File: src/rtl/alu_pkg.sv
// Shared types and helpers for the ALU adder arbiter.
package alu_pkg;

  localparam int ALU_W   = 32;
  localparam int MAX_REQ = 8;

  typedef enum logic [1:0] {
    IDLE = 2'd0,
    ADD  = 2'd1,
    DONE = 2'd2
  } state_t;

  // One-hot vector with bit idx set; all-zero when idx is outside 0..n-1.
  function automatic logic [MAX_REQ-1:0] onehot(input int idx, input int n);
    logic [MAX_REQ-1:0] v;
    v = '0;
    if (idx >= 0 && idx < n && idx < MAX_REQ) begin
      v = {{(MAX_REQ-1){1'b0}}, 1'b1} << idx;
    end
    return v;
  endfunction

endpackage

File: src/rtl/adder_32bit_with_carry.sv
// Registered 32-bit adder with carry-in and carry-out; active-high async reset.
module adder_32bit_with_carry (
  input  logic        clk,
  input  logic        rst,
  input  logic [31:0] A,
  input  logic [31:0] B,
  input  logic        carry_in,
  output logic [31:0] sum,
  output logic        carry_out
);

  // Register A + B + carry_in every cycle; the caller holds operands stable.
  always_ff @(posedge clk or posedge rst) begin
    if (rst) begin
      {carry_out, sum} <= '0;
    end else begin
      {carry_out, sum} <= {1'b0, A} + {1'b0, B} + {32'd0, carry_in};
    end
  end

endmodule

File: src/rtl/rr_picker.sv
// Combinational round-robin picker with a forced grant for the lock holder.
module rr_picker
  import alu_pkg::*;
#(
  parameter  int NREQ = 4,
  localparam int PW   = (NREQ > 1) ? $clog2(NREQ) : 1
) (
  input  logic [NREQ-1:0] req,
  input  logic [PW-1:0]   ptr,
  input  logic            lock_vld,
  input  logic [PW-1:0]   lock_id,
  output logic [NREQ-1:0] grant
);

  // Pick the requester closest to ptr going upward with wrap, unless locked.
  always_comb begin
    int best;
    int best_d;
    int d;
    // NOTE: every variable gets a default first so no path leaves it unassigned and infers a latch.
    grant  = '0;
    best   = 0;
    best_d = NREQ;
    d      = 0;
    if (lock_vld) begin
      if (req[lock_id]) begin
        grant = NREQ'(onehot(int'(lock_id), NREQ));
      end
    end else begin
      for (int i = 0; i < NREQ; i++) begin
        if (req[i]) begin
          d = (i + NREQ - int'(ptr)) % NREQ;
          if (d < best_d) begin
            best_d = d;
            best   = i;
          end
        end
      end
      if (best_d < NREQ) begin
        grant = NREQ'(onehot(best, NREQ));
      end
    end
  end

endmodule

File: src/rtl/alu_adder_arbiter.sv
// Shares one registered 32-bit adder among NREQ requesters with round-robin
// arbitration and a carry-chain lock for multi-precision adds.
module alu_adder_arbiter
  import alu_pkg::*;
#(
  parameter  int NREQ = 4,
  parameter  int W    = ALU_W,
  localparam int PW   = (NREQ > 1) ? $clog2(NREQ) : 1
) (
  input  logic              clk,
  input  logic              rst,
  input  logic [NREQ-1:0]   req_valid,
  output logic [NREQ-1:0]   req_ready,
  input  logic [NREQ*W-1:0] req_a,
  input  logic [NREQ*W-1:0] req_b,
  input  logic [NREQ-1:0]   req_cin,
  input  logic [NREQ-1:0]   req_chain,
  output logic [NREQ-1:0]   rsp_valid,
  output logic [W-1:0]      rsp_sum,
  output logic              rsp_cout,
  output logic              busy
);

  state_t          state;
  logic [PW-1:0]   rr_ptr;
  logic            lock_vld;
  logic [PW-1:0]   lock_id;
  logic            cin_q;
  logic [W-1:0]    a_q;
  logic [W-1:0]    b_q;
  logic            cin_sel_q;
  logic [PW-1:0]   id_q;
  logic            chain_q;

  logic [NREQ-1:0] grant;
  logic [PW-1:0]   gnt_idx;
  logic [PW-1:0]   nxt_ptr;
  logic [W-1:0]    sel_a;
  logic [W-1:0]    sel_b;
  logic            sel_cin;
  logic            sel_chain;
  logic [NREQ-1:0] id_oh;
  logic [W-1:0]    adder_sum;
  logic            adder_cout;

  rr_picker #(.NREQ(NREQ)) u_picker (
    .req      (req_valid),
    .ptr      (rr_ptr),
    .lock_vld (lock_vld),
    .lock_id  (lock_id),
    .grant    (grant)
  );

  // Accept only in IDLE; held at zero while reset is asserted.
  assign req_ready = (state == IDLE && rst) ? grant : '0;

  // Steer the winner's operands and derive its index and the next pointer.
  always_comb begin
    gnt_idx   = '0;
    sel_a     = '0;
    sel_b     = '0;
    sel_cin   = 1'b0;
    sel_chain = 1'b0;
    for (int i = 0; i < NREQ; i++) begin
      if (grant[i]) begin
        gnt_idx   = PW'(i);
        sel_a     = req_a[i*W +: W];
        sel_b     = req_b[i*W +: W];
        sel_cin   = req_cin[i];
        sel_chain = req_chain[i];
      end
    end
    nxt_ptr = (gnt_idx == PW'(NREQ-1)) ? '0 : gnt_idx + PW'(1);
    id_oh   = NREQ'(onehot(int'(id_q), NREQ));
  end

  // Main FSM: accept in IDLE, let the adder sample in ADD, respond in DONE.
  always_ff @(posedge clk or negedge rst) begin
    if (!rst) begin
      // NOTE: operand registers are reset too so the adder never sees X after an aborted operation.
      state     <= IDLE;
      rr_ptr    <= '0;
      lock_vld  <= 1'b0;
      lock_id   <= '0;
      cin_q     <= 1'b0;
      a_q       <= '0;
      b_q       <= '0;
      cin_sel_q <= 1'b0;
      id_q      <= '0;
      chain_q   <= 1'b0;
      rsp_valid <= '0;
      busy      <= 1'b0;
    end else begin
      // NOTE: non-blocking assignments so every register here samples pre-edge values.
      case (state)
        IDLE: begin
          if (|grant) begin
            a_q       <= sel_a;
            b_q       <= sel_b;
            cin_sel_q <= lock_vld ? cin_q : sel_cin;
            id_q      <= gnt_idx;
            chain_q   <= sel_chain;
            if (sel_chain) begin
              lock_vld <= 1'b1;
              lock_id  <= gnt_idx;
            end else begin
              rr_ptr <= nxt_ptr;
            end
            state <= ADD;
            busy  <= 1'b1;
          end
        end
        ADD: begin
          state     <= DONE;
          rsp_valid <= id_oh;
        end
        DONE: begin
          state     <= IDLE;
          busy      <= 1'b0;
          rsp_valid <= '0;
          cin_q     <= adder_cout;
          if (!chain_q) begin
            lock_vld <= 1'b0;
          end
        end
        default: begin
          state     <= IDLE;
          busy      <= 1'b0;
          rsp_valid <= '0;
        end
      endcase
    end
  end

  adder_32bit_with_carry u_adder (
    .clk       (clk),
    .rst       (~rst),
    .A         (a_q),
    .B         (b_q),
    .carry_in  (cin_sel_q),
    .sum       (adder_sum),
    .carry_out (adder_cout)
  );

  assign rsp_sum  = adder_sum;
  assign rsp_cout = adder_cout;

endmodule
File: config.mk
export PLATFORM = sky130hd
export DESIGN_NAME = alu_adder_arbiter
export DESIGN_NICKNAME = d
export VERILOG_FILES = /design/src/rtl/alu_pkg.sv /design/src/rtl/adder_32bit_with_carry.sv /design/src/rtl/rr_picker.sv /design/src/rtl/alu_adder_arbiter.sv
export SDC_FILE = /design/constraint.sdc
export NUM_CORES = 1
export LEC_CHECK = 0
export BUFFER_PORTS_ARGS = -buffer_cell sky130_fd_sc_hd__buf_2
export CAP_MARGIN = 5
export CORE_ASPECT_RATIO = 1.75
export CORE_MARGIN = 4
export CORE_UTILIZATION = 44
export DETAILED_ROUTE_END_ITERATION = 7
export PLACE_DENSITY_LB_ADDON = 0.12
export SLEW_MARGIN = 5
export SYNTH_ARGS = -nofsm -noshare
export SYNTH_HDL_FRONTEND = slang
export SYNTH_SLANG_ARGS = --single-unit
File: constraint.sdc
create_clock -name clk -period 4.7 [get_ports clk]
set_input_delay 0.94 -clock clk [delete_from_list [all_inputs] [get_ports clk]]
set_output_delay 0.94 -clock clk [all_outputs]
set_load 0.005 [all_outputs]
# Word-level counts from Yosys, hierarchy flattened
# Index checks and enable logic that the tools add are counted.
[totals]
regBits = 114
latchBits = 0
ram_bits = 0
romBits = 0
inputBits = 270
out_inout_bits = 42
word_cells = 116
memories = 0
[classes]
addsub = 7
mul = 0
n_div = 0
order_cmp = 9
eq_ne = 6
shifts = 3
mux = 56
bitwise = 6
reduce_logical = 15
[ops]
columns = ["cell", "n"]
rows = [
  ["$mux 32", 26],
  ["$lt 3x32->1", 3],
  ["$lt 32x4->1 const B", 2],
  ["$add 32x32->33", 1],
  ["$add 33x1->33", 1],
  ["$ge 32x1->1 const B", 1],
  ["$lt 32x5->1 const B", 1],
  ["$shl 1x32->4 const A", 1],
  ["$mux 4", 5],
  ["$mux 1", 16],
  ["$sub 3x2->4 const A", 4],
  ["$mux 2", 4],
  ["$pmux 4 s2", 1],
  ["$reduce_or 2->1", 4],
  ["$shl 1x2->4 const A", 2],
  ["$reduce_and 3->1", 2],
  ["$and 1x1->1", 4],
  ["$eq 2x2->1 const B", 2],
  ["$lt 3x4->1 const B", 1],
  ["$ne 2x2->1 const B", 2],
  ["$pmux 1 s2", 2],
  ["$pmux 2 s2", 1],
  ["$reduce_and 2->1", 2],
  ["$reduce_and 4->1", 1],
  ["other kinds (10)", 13],
]

# Logic depth before layout (Yosys ltp)
# Gate-level depths: netlist of run 1.
[depth]
word_depth = 32
ltp_mapped = 19
ltp_nobuf = 15

# Cells and area by module
# A second synthesis of run 1 with hierarchy kept.
[hier_totals]
hier_cells = 769
area_unflattened_um2 = 7549.7
[modules_own_cells]
columns = ["module", "n_inst", "cells_each", "area_per_inst_um2", "seq_area_each_um2"]
rows = [
  ["alu_adder_arbiter", 1, 448, 4652.0, 2026.9],
  ["adder_32bit_with_carry", 1, 278, 2580.0, 825.8],
  ["rr_picker", 1, 43, 317.8, 0.0],
]

# Worst setup path before layout of run 1
# No wires, ideal clock.
[synth_path]
kind = "in2out"
startpoint = "in req_valid[0]"
endpoint = "out req_ready[1]"
t_arrival_ns = 3.679
required_ns = 3.760
slack_ns = 0.081
stages = 17
path_buffers = 4
cell_sequence = "buf_2 > inv_1 > o32a_1 > ha_1 > o21a_1 > o21ai_1 > nand2_1 > nand2_1 > o21ai_0 > ha_1 > o21ai_4 > a21oi_1 > or2_1 > buf_2 > buf_4 > buf_2 > and3_1"
[synth_between]
elab_chain_cells = 21
elab_cells_between_ends = 35
classes_between = "order compare: 7; shift: 1; mux: 25; reduce/logical: 2"
[synth_rtl]
columns = ["element", "line", "rtl"]
rows = [
  ["start: declaration", "alu_adder_arbiter.sv:12", "input logic [NREQ-1:0] req_valid,"],
  ["$mux 32", "rr_picker.sv:31", "if (req[i]) begin"],
  ["$mux 32", "rr_picker.sv:25", "if (lock_vld) begin"],
  ["$lt 3x32->1", "rr_picker.sv:33", "if (d < best_d) begin"],
  ["$mux 32", "rr_picker.sv:33", ""],
  ["$mux 32", "rr_picker.sv:31", ""],
  ["$mux 32", "rr_picker.sv:25", ""],
  ["$lt 3x32->1", "rr_picker.sv:33", ""],
  ["$mux 32", "rr_picker.sv:33", ""],
  ["(+4 left out)", "n/a", ""],
  ["$mux 32", "rr_picker.sv:31", ""],
  ["$mux 32", "rr_picker.sv:25", ""],
  ["$ge 32x1->1 / $lt 32x4->1 (equally long branches)", "alu_pkg.sv:17", "if (idx >= 0 && idx < n && idx < MAX_REQ) begin"],
  ["$logic_and 1x1->1 (2 in a row)", "alu_pkg.sv:17", ""],
  ["$mux 4", "alu_pkg.sv:17", ""],
  ["$mux 4", "rr_picker.sv:39", "if (best_d < NREQ) begin"],
  ["$mux 4 (*)", "rr_picker.sv:25", ""],
  ["$mux 4 (*)", "alu_adder_arbiter.sv:55", "assign req_ready = (state == IDLE && rst) ? grant : '0;"],
  ["end: declaration", "alu_adder_arbiter.sv:13", "output logic [NREQ-1:0] req_ready,"],
]
# Every way passes the cells marked *; elsewhere a longest branch is shown, timed or not. The select of a mux whose other input is x is not followed.

# Worst setup path after layout of run 1
[layout_path]
startpoint = "in req_valid[0]"
endpoint = "out req_ready[2]"
# Same word-level chain as after synthesis.

==> flow_summary_export.csv, run 1 <==
group,metric,value,unit
floorplanning,die_height,175,um
timing,fin_tns_setup,0,ps
clock_tree,root_buffer,"clkbuf_16",
placement,portBuffers,311,
worst_setup_path,cp.depth,15,
timing,skew,17.6,ps
worst_setup_path,r2r_setup_slack,760,ps
routing,drc,0,
synth,synth_edf_count,0,
pwr,peakVddDrop,578,uV
global_route,grt_pass1_vias,7359,
worst_setup_path,worst-path-max-fanout,8,
timing,period_needed,4520,ps
final_layout,final_common_cell,"buf_2",
timing,slew-limit-headroom,39.9,%
final_layout,fill_cells,1486,
routing,first_iter_violations,477,
synth,synth_top_family_by_area,"compound AO/OA/AOI/OAI gates",
worst_hold_path,hold_path.class,"primary input to async pin",
global_route,grt_pass1_wl,37800,um
global_route,overflow,0,
worst_setup_path,worstSetupPathType,"primary input to primary output",
worst_setup_path,r2r-end,"a_q[17]$_DFFE_PN0P_",
synth,synth-compound-area-share,28.5,%
worst_setup_path,reg2reg_depth,15,
floorplanning,initial_core_util,44.6,%
synth,synth_area,0.00705,mm^2
routing,via_count,7323,
worst_setup_path,crit_path_end_kind,"primary output",
worst_setup_path,worstSetupStartpointType,"primary input",
synth,synthCells,774,
run,maxCapViolations,0,
floorplanning,chipWidth,104,um
run_status,status,"finished clean",
worst_setup_path,timing.rr.start,"rr_ptr[1]$_DFFE_PN0P_",
placement,place_congestion,0.944,
clock_tree,cts_buffers,17,
timing,worst_pin_slew,901,ps
placement,placedInstanceArea,0.00867,mm^2
timing,finalHoldViolCount,0,
global_route,grt_max_degree,68,
final_layout,area_delta_synth_final,32.2,%
timing,setup_violations,0,
routing,wl_per_cell,19.1,um
timing,period_share,96.3,%
final_layout,finalInstanceArea,0.00932,mm^2
timing,timing.fmax,0.221,GHz
floorplanning,design.core.area,0.0158,mm^2
routing,postRouteWirelength,24200,um
timing,hold_slack,336,ps
synth,synth_ff_type,"dfrtp_1",
synth,syn-num-nets,1079,
worst_setup_path,worstPathRequired,3760,ps
worst_setup_path,arrival,3580,ps
worst_setup_path,worstSetupStartpoint,"req_valid[0]",
worst_setup_path,path_cells,"clkbuf_4 -> inv_1 -> o32a_1 -> ha_1 -> o21a_1 -> o21ai_2 -> nand2_1 -> nand2_1 -> o21ai_0 -> ha_1 -> o21ai_4 -> a211oi_4 -> or2_2 -> and3_1 -> buf_2",
clock_tree,htreeDepth,4,
routing,drt_first_pass_iters,8,
worst_setup_path,cp.buffers_inverters,3,
synth,synthSimpleGateAreaFrac,15.3,%
pwr,leakage,4.36,nW
placement,hpwl,18700,um
clock_tree,cts_sinks,114,
floorplanning,num_rows,61,
synth,ys_seq_area_share,40.5,%
worst_setup_path,max_stage_delay,360,ps
timing,slew_viol_final,0,
synth,avgSynthCellArea,9.11,um^2
floorplanning,io_pins,312,
global_route,grt_use_total,26.0,%
clock_tree,worstSkewPairLatency,420,ps
routing,routed_via_density,5.78,
global_route,antenna_found_initial,0,
timing,rsz0062_at_grt,"false",
pwr,p_per_area,916,mW/mm^2
final_layout,n_antenna_cell,0,
routing,detail-route-antenna-nets,0,
worst_setup_path,cp_slowest_cell,"o32a_1",
synth,synth_mux_area_share,0.887,%
worst_setup_path,cp_top_family,"compound AO/OA/AOI/OAI gates",
worst_setup_path,cp-endpoint,"req_ready[2]",
synth,ys_seq_elements,114,
synth,ys_types,65,
synth,yosys_warnings,0,
clock_tree,clk_pin_slew_worst_paths,60,ps
synth,yosys.area_share.xor_xnor,3.23,%
clock_tree,cts_tree,"built",
synth,synth_adder_area_share,6.43,%
final_layout,drive_gt1_share,34.5,%
floorplanning,dieArea,0.0182,mm^2
synth,async_flop_share,100,%
final_layout,final_nets,1371,
clock_tree,clk_path_buf_depth,2,
clock_tree,cts_setup_buffers,0,
final_layout,final_cell_mix,"309 x buf_2, 114 x dfrtp_1, 95 x nand2_1, 86 x nor2_1, 66 x a31oi_1",
==> state kept, by name, indices dropped and copies added, names as in the netlist <==
signal and cells:
a_q 32, b_q 32, busy 1, chain_q 1
cin_q 1, cin_sel_q 1, id_q 2, lock_id 2
lock_vld 1, rr_ptr 2, rsp_valid 4, state 2
u_adder.carry_out 1, u_adder.sum 32
==> area by class of cell <==
class / instances / area [um^2] / area share [%]
tap: 189 / 236 / 2.54
multi-input combinational: 584 / 3850 / 41.3
timing repair buffer: 324 / 1660 / 17.8
clock buffer: 19 / 453 / 4.86
sequential: 114 / 2850 / 30.6
clock inverter: 13 / 173 / 1.85
inverter: 25 / 93.8 / 1.01
==> worst register-to-register path, cell delays in order (launching register included) <==
cell and delay, ps:
dfrtp_1 430, nand2b_1 210, o32a_1 320, ha_1 300, o21a_1 120, o21ai_2 160
nand2_1 100, nand2_1 60, o21ai_0 90, ha_1 350, o21ai_4 130, a211oi_4 110
or2_2 330, buf_4 310, a222oi_1 620, a31oi_1 150
==> cells in the mapped netlist (all sizes together) (6+ instances only) <==
library cell	instances	area [um^2]
nor2	87	327
a21o	12	90.1
ha	33	413
xor2	8	70.1
a21oi	39	195
o211ai	8	60.1
o21a	11	82.6
a211oi	7	57.6
a31oi	66	413
nand2b	9	56.3
nand2	95	357
xnor2	18	158
a222oi	64	641
inv	25	93.8
and3	9	56.3
buf	30	190
nand3	17	85.1
dfrtp	114	2850
o21ai	33	184
clkbuf	21	78.8
nor2b	6	37.5
==> worst min path at each step <==
stage	startpoint	end	slack, ps	cells past startpoint
3_3_place_gp	busy$_DFFE_PN0P_	busy$_DFFE_PN0P_	470	1
6_report	rst	a_q[30]$_DFFE_PN0P_	340	1
3_5_place_dp	busy$_DFFE_PN0P_	busy$_DFFE_PN0P_	470	1
2_1_floorplan	chain_q$_DFFE_PN0P_	chain_q$_DFFE_PN0P_	460	1
4_1_cts	rst	a_q[30]$_DFFE_PN0P_	320	1
5_1_grt	rst	a_q[30]$_DFFE_PN0P_	320	1
==> cells by family (layout without fill, tap and decap cells) <==
family | count (synthesis) | in the layout
compound gates | 270 | 270
simple gates | 247 | 247
flops | 114 | 114
buf+inv | 76 | 381
fa+ha+maj | 35 | 35
xor+xnor | 26 | 26
mux | 6 | 6
==> what timing repair did <==
action                                  4_1_cts  5_1_grt
hold buffers                                  0        0
gates resized for setup                       0        5
endpoints found under the setup margin        0        3
==> power breakdown <==
part / internal [mW] / switching (mW)
Sequential: 1.58 / 0.363
Combinational: 2.17 / 3.04
Clock: 0.872 / 0.503
==> routing by layer <==
metal	global-route usage, %	vias to the layer above	part of all wire [%]
met5	0	-	0
met4	9.71	0	2.9
met3	5.41	45	6.5
met2	48.1	286	53
met1	29.4	3463	37
li1	-	3529	-
==> through the flow <==
step                      worst slack [ps]  utilization [%]  instances  power (mW)
after floorplan                       80.8                -        774        5.82
after global placement                 100             54.9       1236        7.07
after detailed placement              79.5             54.9       1236        7.13
after CTS                             73.5             58.9       1268        8.57
after global routing                  8.33             59.0       1268        9.26
final                                  176             59.0       1268        8.53
Power figures use the tool's default switching activity.
==> inputs of run 2 (changes only) <==
SETUP_SLACK_MARGIN = 0.3   (was not set)
==> run 2 against run 1 <==
Die area did not move. Worst hold slack improved by 140 ps. The flow now finishes with violations (design-rule violations). Largest power group unchanged. Clock power fell by 9%. Highest routed layer is now met5. Via count rose by 1.5%. Global-route usage rose by 0.094 points. Final cell count rose by 0.79%. Register-to-register slack improved by 70 ps. Final area rose by 1.4%. Power rose by 0.60%.
==> flow_summary_export.csv, run 2 (synthesis results as in run 1) <==
group,metric,value,unit
run_status,status,"finished, violations left",
run_status,failed_checks,"design-rule violations",
pwr,leakage,4.37,nW
floorplanning,io_pins,312,
global_route,grt_use_total,26.1,%
placement,hpwl,18000,um
pwr,combPwrFrac,63.1,%
timing,skew,11.3,ps
final_layout,fill_cells,1456,
pwr,power_frac_clock,14.5,%
clock_tree,worstSkewPairLatency,420,ps
worst_setup_path,worstSetupStartpointType,"primary input",
timing,slew-limit-headroom,59.6,%
final_layout,area_delta_synth_final,34.0,%
floorplanning,initial_core_util,44.6,%
pwr,power.switching,3.93,mW
pwr,peakVddDrop,750,uV
worst_setup_path,worst-path-max-fanout,8,
timing,slew_viol_final,0,
worst_setup_path,path_cells,"buf_4 -> o32a_1 -> ha_4 -> o21a_1 -> o21ai_2 -> nand2_2 -> nand2_1 -> o21ai_1 -> ha_2 -> o21ai_4 -> a211oi_4 -> or2_4 -> and3_4 -> buf_6",
clock_tree,cts_sinks,114,
worst_setup_path,r2r-end,"a_q[19]$_DFFE_PN0P_",
clock_tree,clk_pin_slew_worst_paths,60,ps
pwr,p_seq_share,22.3,%
final_layout,final_cell_mix,"307 x buf_2, 114 x dfrtp_1, 94 x nand2_1, 86 x nor2_1, 66 x a31oi_1",
routing,drt_first_pass_iters,8,
pwr,swShare,45.8,%
worst_setup_path,max_stage_delay,400,ps
final_layout,regArea,0.00285,mm^2
pwr,p_per_area,909,mW/mm^2
clock_tree,holdBufCountCts,0,
timing,worst_pin_slew,603,ps
timing,period_needed,4350,ps
worst_setup_path,worstPathRequired,3760,ps
timing,rsz0062_at_grt,"true",
timing,worst_slack,345,ps
routing,wl_per_cell,18.6,um
routing,routed_via_density,5.81,
worst_setup_path,cp_slowest_cell,"o32a_1",
global_route,grt_pass1_wl,38100,um
routing,first_iter_violations,611,
clock_tree,cts_tree,"built",
worst_setup_path,worstSetupStartpoint,"req_valid[1]",
placement,portBuffers,311,
routing,postRouteWirelength,23800,um
timing,period_share,92.7,%
timing,setup_violations,0,
placement,place_congestion,0.902,
routing,via_count,7431,
clock_tree,clk_path_buf_depth,2,
floorplanning,chipWidth,104,um
global_route,grt_max_degree,84,
final_layout,multi_input_area,0.00390,mm^2
clock_tree,root_buffer,"clkbuf_16",
timing,hold_slack,476,ps
global_route,overflow,0,
final_layout,final_common_cell,"buf_2",
global_route,antenna_found_initial,2,
floorplanning,design.core.area,0.0158,mm^2
final_layout,drive_gt1_share,35.8,%
clock_tree,htreeDepth,4,
floorplanning,dieArea,0.0182,mm^2
worst_setup_path,worstSetupPathType,"primary input to primary output",
final_layout,final_nets,1380,
timing,fin_tns_setup,0,ps
placement,dp_slack,107,ps
worst_setup_path,reg2reg_depth,17,
routing,drc,2,
worst_setup_path,r2r_setup_slack,830,ps
pwr,power.internal,4.65,mW
worst_setup_path,timing.rr.start,"rr_ptr[1]$_DFFE_PN0P_",
global_route,grt_pass1_vias,7510,
worst_setup_path,arrival,3410,ps
worst_setup_path,cp-endpoint,"req_ready[2]",
routing,detail-route-antenna-nets,0,
worst_setup_path,crit_path_end_kind,"primary output",
floorplanning,num_rows,61,
clock_tree,cts_buffers,17,
worst_hold_path,hold_path.class,"primary input to async pin",
floorplanning,die_height,175,um
timing,finalHoldViolCount,0,
timing,timing.fmax,0.230,GHz
run,maxCapViolations,0,
[run 2: what timing repair did]
action	4_1_cts	5_1_grt
pin swaps	4	9
resized for setup	4	10
endpoints found under the setup margin	3	4
cloned	0	0
buffers inserted	3	7
[run 2: final cells by class]
class	instances	share of cell area, %
antenna	1	0.0265
inverter	25	1.02
tap	189	2.50
clock buffer	18	4.65
timing repair buffer	333	19.0
multi-input combinational	584	41.2
sequential	114	30.2
clock inverter	14	1.39
[run 2: worst min path at each step]
stage	slack, ps	end	from
2_1_floorplan	460	chain_q$_DFFE_PN0P_	chain_q$_DFFE_PN0P_
3_3_place_gp	470	busy$_DFFE_PN0P_	busy$_DFFE_PN0P_
3_5_place_dp	460	busy$_DFFE_PN0P_	busy$_DFFE_PN0P_
4_1_cts	480	busy$_DFFE_PN0P_	busy$_DFFE_PN0P_
5_1_grt	490	busy$_DFFE_PN0P_	busy$_DFFE_PN0P_
6_report	480	rr_ptr[1]$_DFFE_PN0P_	rst
[run 2: metal layers]
metal  global-route usage [%]  share of wire [%]
met1                     28.6                 37
met2                     48.7                 54
met3                     5.66                6.0
met4                     10.7                3.2
met5                        0              0.034
[run 2: worst max-delay path, delay by kind of cell]
family,cells,cell delay (ps)
fa+ha+maj,2,610
buf+inv,2,230
simple gates,4,520
compound gates,6,1120
[run 2: stage by stage]
stage / utilization (%) / power [mW] / instances / area (um^2)
after floorplan: - / 5.87 / 774 / 7110
after global routing: 59.8 / 9.37 / 1278 / 9450
after CTS: 59.3 / 8.58 / 1270 / 9360
final: 59.8 / 8.59 / 1278 / 9450
after global placement: 55.3 / 7.13 / 1235 / 8740
after detailed placement: 55.3 / 7.20 / 1235 / 8740
[run 2: power groups by stage]
| stage | clock, mW | sequential, mW | combinational, mW |
|---|---|---|---|
| 2_1_floorplan | 0 | 1.82 | 4.06 |
| 3_5_place_dp | 0 | 1.94 | 5.26 |
| 5_1_grt | 1.32 | 1.98 | 6.07 |
| 3_3_place_gp | 0 | 1.93 | 5.20 |
| 4_1_cts | 1.27 | 1.93 | 5.38 |
| 6_report | 1.25 | 1.92 | 5.42 |
==> inputs of run 3 (changes only) <==
PLACE_DENSITY_LB_ADDON = 0.25   (was 0.12)
==> run 3 against run 2 <==
The flow still finishes with violations (design-rule violations). Via count shrank 0.50%. Sequential cell count is the same. Sequential share of layout area is essentially flat. Wire length grew 1.4%.
==> flow_summary_export.csv, run 3 (synthesis results as in run 1) <==
group,metric,value,unit
timing,timing.fmax,0.231,GHz
pwr,peakVddDrop,611,uV
global_route,grt_pass1_wl,37800,um
final_layout,fin_cells,1273,
timing,period_needed,4330,ps
pwr,leakage,4.38,nW
final_layout,final_common_cell,"buf_2",
worst_setup_path,timing.rr.start,"rr_ptr[1]$_DFFE_PN0P_",
clock_tree,cts_sinks,114,
clock_tree,htreeDepth,4,
floorplanning,num_rows,61,
worst_hold_path,hold_path.class,"primary input to async pin",
timing,fin_tns_setup,0,ps
timing,finalHoldViolCount,0,
timing,rsz0062_at_grt,"true",
timing,worst_slack,373,ps
final_layout,final_nets,1376,
worst_setup_path,reg2reg_depth,17,
global_route,grt_pass1_vias,7501,
routing,m1WireLength,8830,um
routing,drt_first_pass_iters,8,
routing,wl_met2,12600,um
final_layout,area_delta_synth_final,33.9,%
routing,first_iter_violations,555,
timing,period_share,92.1,%
routing,routed_via_density,5.81,
global_route,overflow,0,
worst_setup_path,crit_path_end_kind,"primary output",
clock_tree,root_buffer,"clkbuf_16",
run,maxCapViolations,0,
worst_setup_path,r2r_setup_slack,750,ps
final_layout,final_cell_mix,"307 x buf_2, 114 x dfrtp_1, 93 x nand2_1, 86 x nor2_1, 66 x a31oi_1",
routing,wl_per_cell,18.9,um
final_layout,final_util,59.8,%
worst_setup_path,r2r-end,"b_q[14]$_DFFE_PN0P_",
final_layout,finalInstanceArea,0.00944,mm^2
routing,postRouteWirelength,24100,um
timing,skew,9.26,ps
run_status,failed_checks,"design-rule violations",
worst_setup_path,worstSetupStartpointType,"primary input",
final_layout,drive_gt1_share,35.6,%
timing,slew-limit-headroom,53.1,%
routing,detail-route-antenna-nets,0,
placement,hpwl,18400,um
routing,highest_layer,"met4",
run_status,status,"finished, violations left",
worst_setup_path,arrival,3390,ps
floorplanning,chipWidth,104,um
clock_tree,worstSkewPairLatency,420,ps
pwr,p_per_area,911,mW/mm^2
pwr,p_total,8.60,mW
global_route,antenna_found_initial,0,
floorplanning,design.core.area,0.0158,mm^2
routing,wl_met3,1500,um
floorplanning,io_pins,312,
final_layout,n_antenna_cell,0,
routing,drc,7,
worst_setup_path,worstPathRequired,3760,ps
floorplanning,die_height,175,um
timing,hold_slack,404,ps
floorplanning,initial_core_util,44.6,%
timing,slew_viol_final,0,
floorplanning,dieArea,0.0182,mm^2
placement,placedInstanceArea,0.00871,mm^2
worst_setup_path,worst-path-max-fanout,6,
clock_tree,clk_pin_slew_worst_paths,60,ps
placement,place_congestion,0.911,
worst_setup_path,worstSetupPathType,"primary input to primary output",
placement,dp_slack,119,ps
timing,setup_violations,0,
global_route,grt_max_degree,136,
global_route,grt_use_total,26.2,%
timing,worst_pin_slew,703,ps
placement,placedCellCount,1232,
clock_tree,holdBufCountCts,0,
clock_tree,cts_buffers,17,
routing,via_count,7394,
placement,portBuffers,311,
clock_tree,cts_tree,"built",
clock_tree,clk_path_buf_depth,2,
==> run 3: cell types whose count changed in the layout (fill, tap and decap cells not counted), moves of 2 or more <==
| cell | delta |
|---|---|
| inv_6 | +5 |
| buf_4 | -4 |
| clkinvlp_4 | -3 |
| clkinv_4 | -2 |
==> run 3: what timing repair did <==
| item | 4_1_cts | 5_1_grt |
|---|---|---|
| resized for setup | 2 | 17 |
| pin swaps | 4 | 9 |
| setup endpoints to repair | 4 | 4 |
| hold endpoints to repair | 0 | 0 |
| buffers inserted | 2 | 7 |
==> run 3: layer usage <==
| layer | global-route usage [%] | vias up |
|---|---|---|
| li1 | - | 3536 |
| met1 | 29.2 | 3452 |
| met2 | 46.3 | 335 |
| met3 | 6.11 | 71 |
| met4 | 13.8 | 0 |
| met5 | 0 | - |
==> run 3: worst max-delay path, cell delays in order <==
cell	delay, ps
buf_12	110
clkinv_4	40
mux2i_1	160
o32a_1	220
ha_4	230
o21a_1	110
o21ai_2	190
nand2_2	100
nand2_2	80
o21ai_2	50
ha_1	340
o21ai_4	100
a211oi_4	260
or2_4	170
and3_4	170
buf_6	90
==> run 3: area by class of cell <==
type | instances | area (um^2)
Timing Repair Buffer | 329 | 1760
Sequential cell | 114 | 2850
Clock inverter | 15 | 168
Inverter | 25 | 98.8
Multi-Input combinational cell | 584 | 3900
Clock buffer | 17 | 425
Tap cell | 189 | 236
Fill cell | 1455 | 6360
==> run 3: how the worst max path moves through the flow <==
stage | startpoint | slack (ps) | depth (start not counted) | end
after global placement | req_valid[0] | 150 | 15 | req_ready[2]
after global routing | req_valid[0] | 220 | 16 | req_ready[2]
after floorplan | req_valid[0] | 270 | 16 | req_ready[2]
after CTS | req_valid[0] | 300 | 15 | req_ready[0]
after detailed placement | req_valid[0] | 120 | 15 | req_ready[2]
final | req_valid[0] | 370 | 16 | req_ready[2]
==> run 3: report_power, final <==
part | switching, mW | leakage (nW) | total, mW | internal (mW)
Clock | 0.511 | 0.292 | 1.31 | 0.795
Sequential | 0.332 | 1.32 | 1.91 | 1.58
Combinational | 3.11 | 2.77 | 5.39 | 2.28
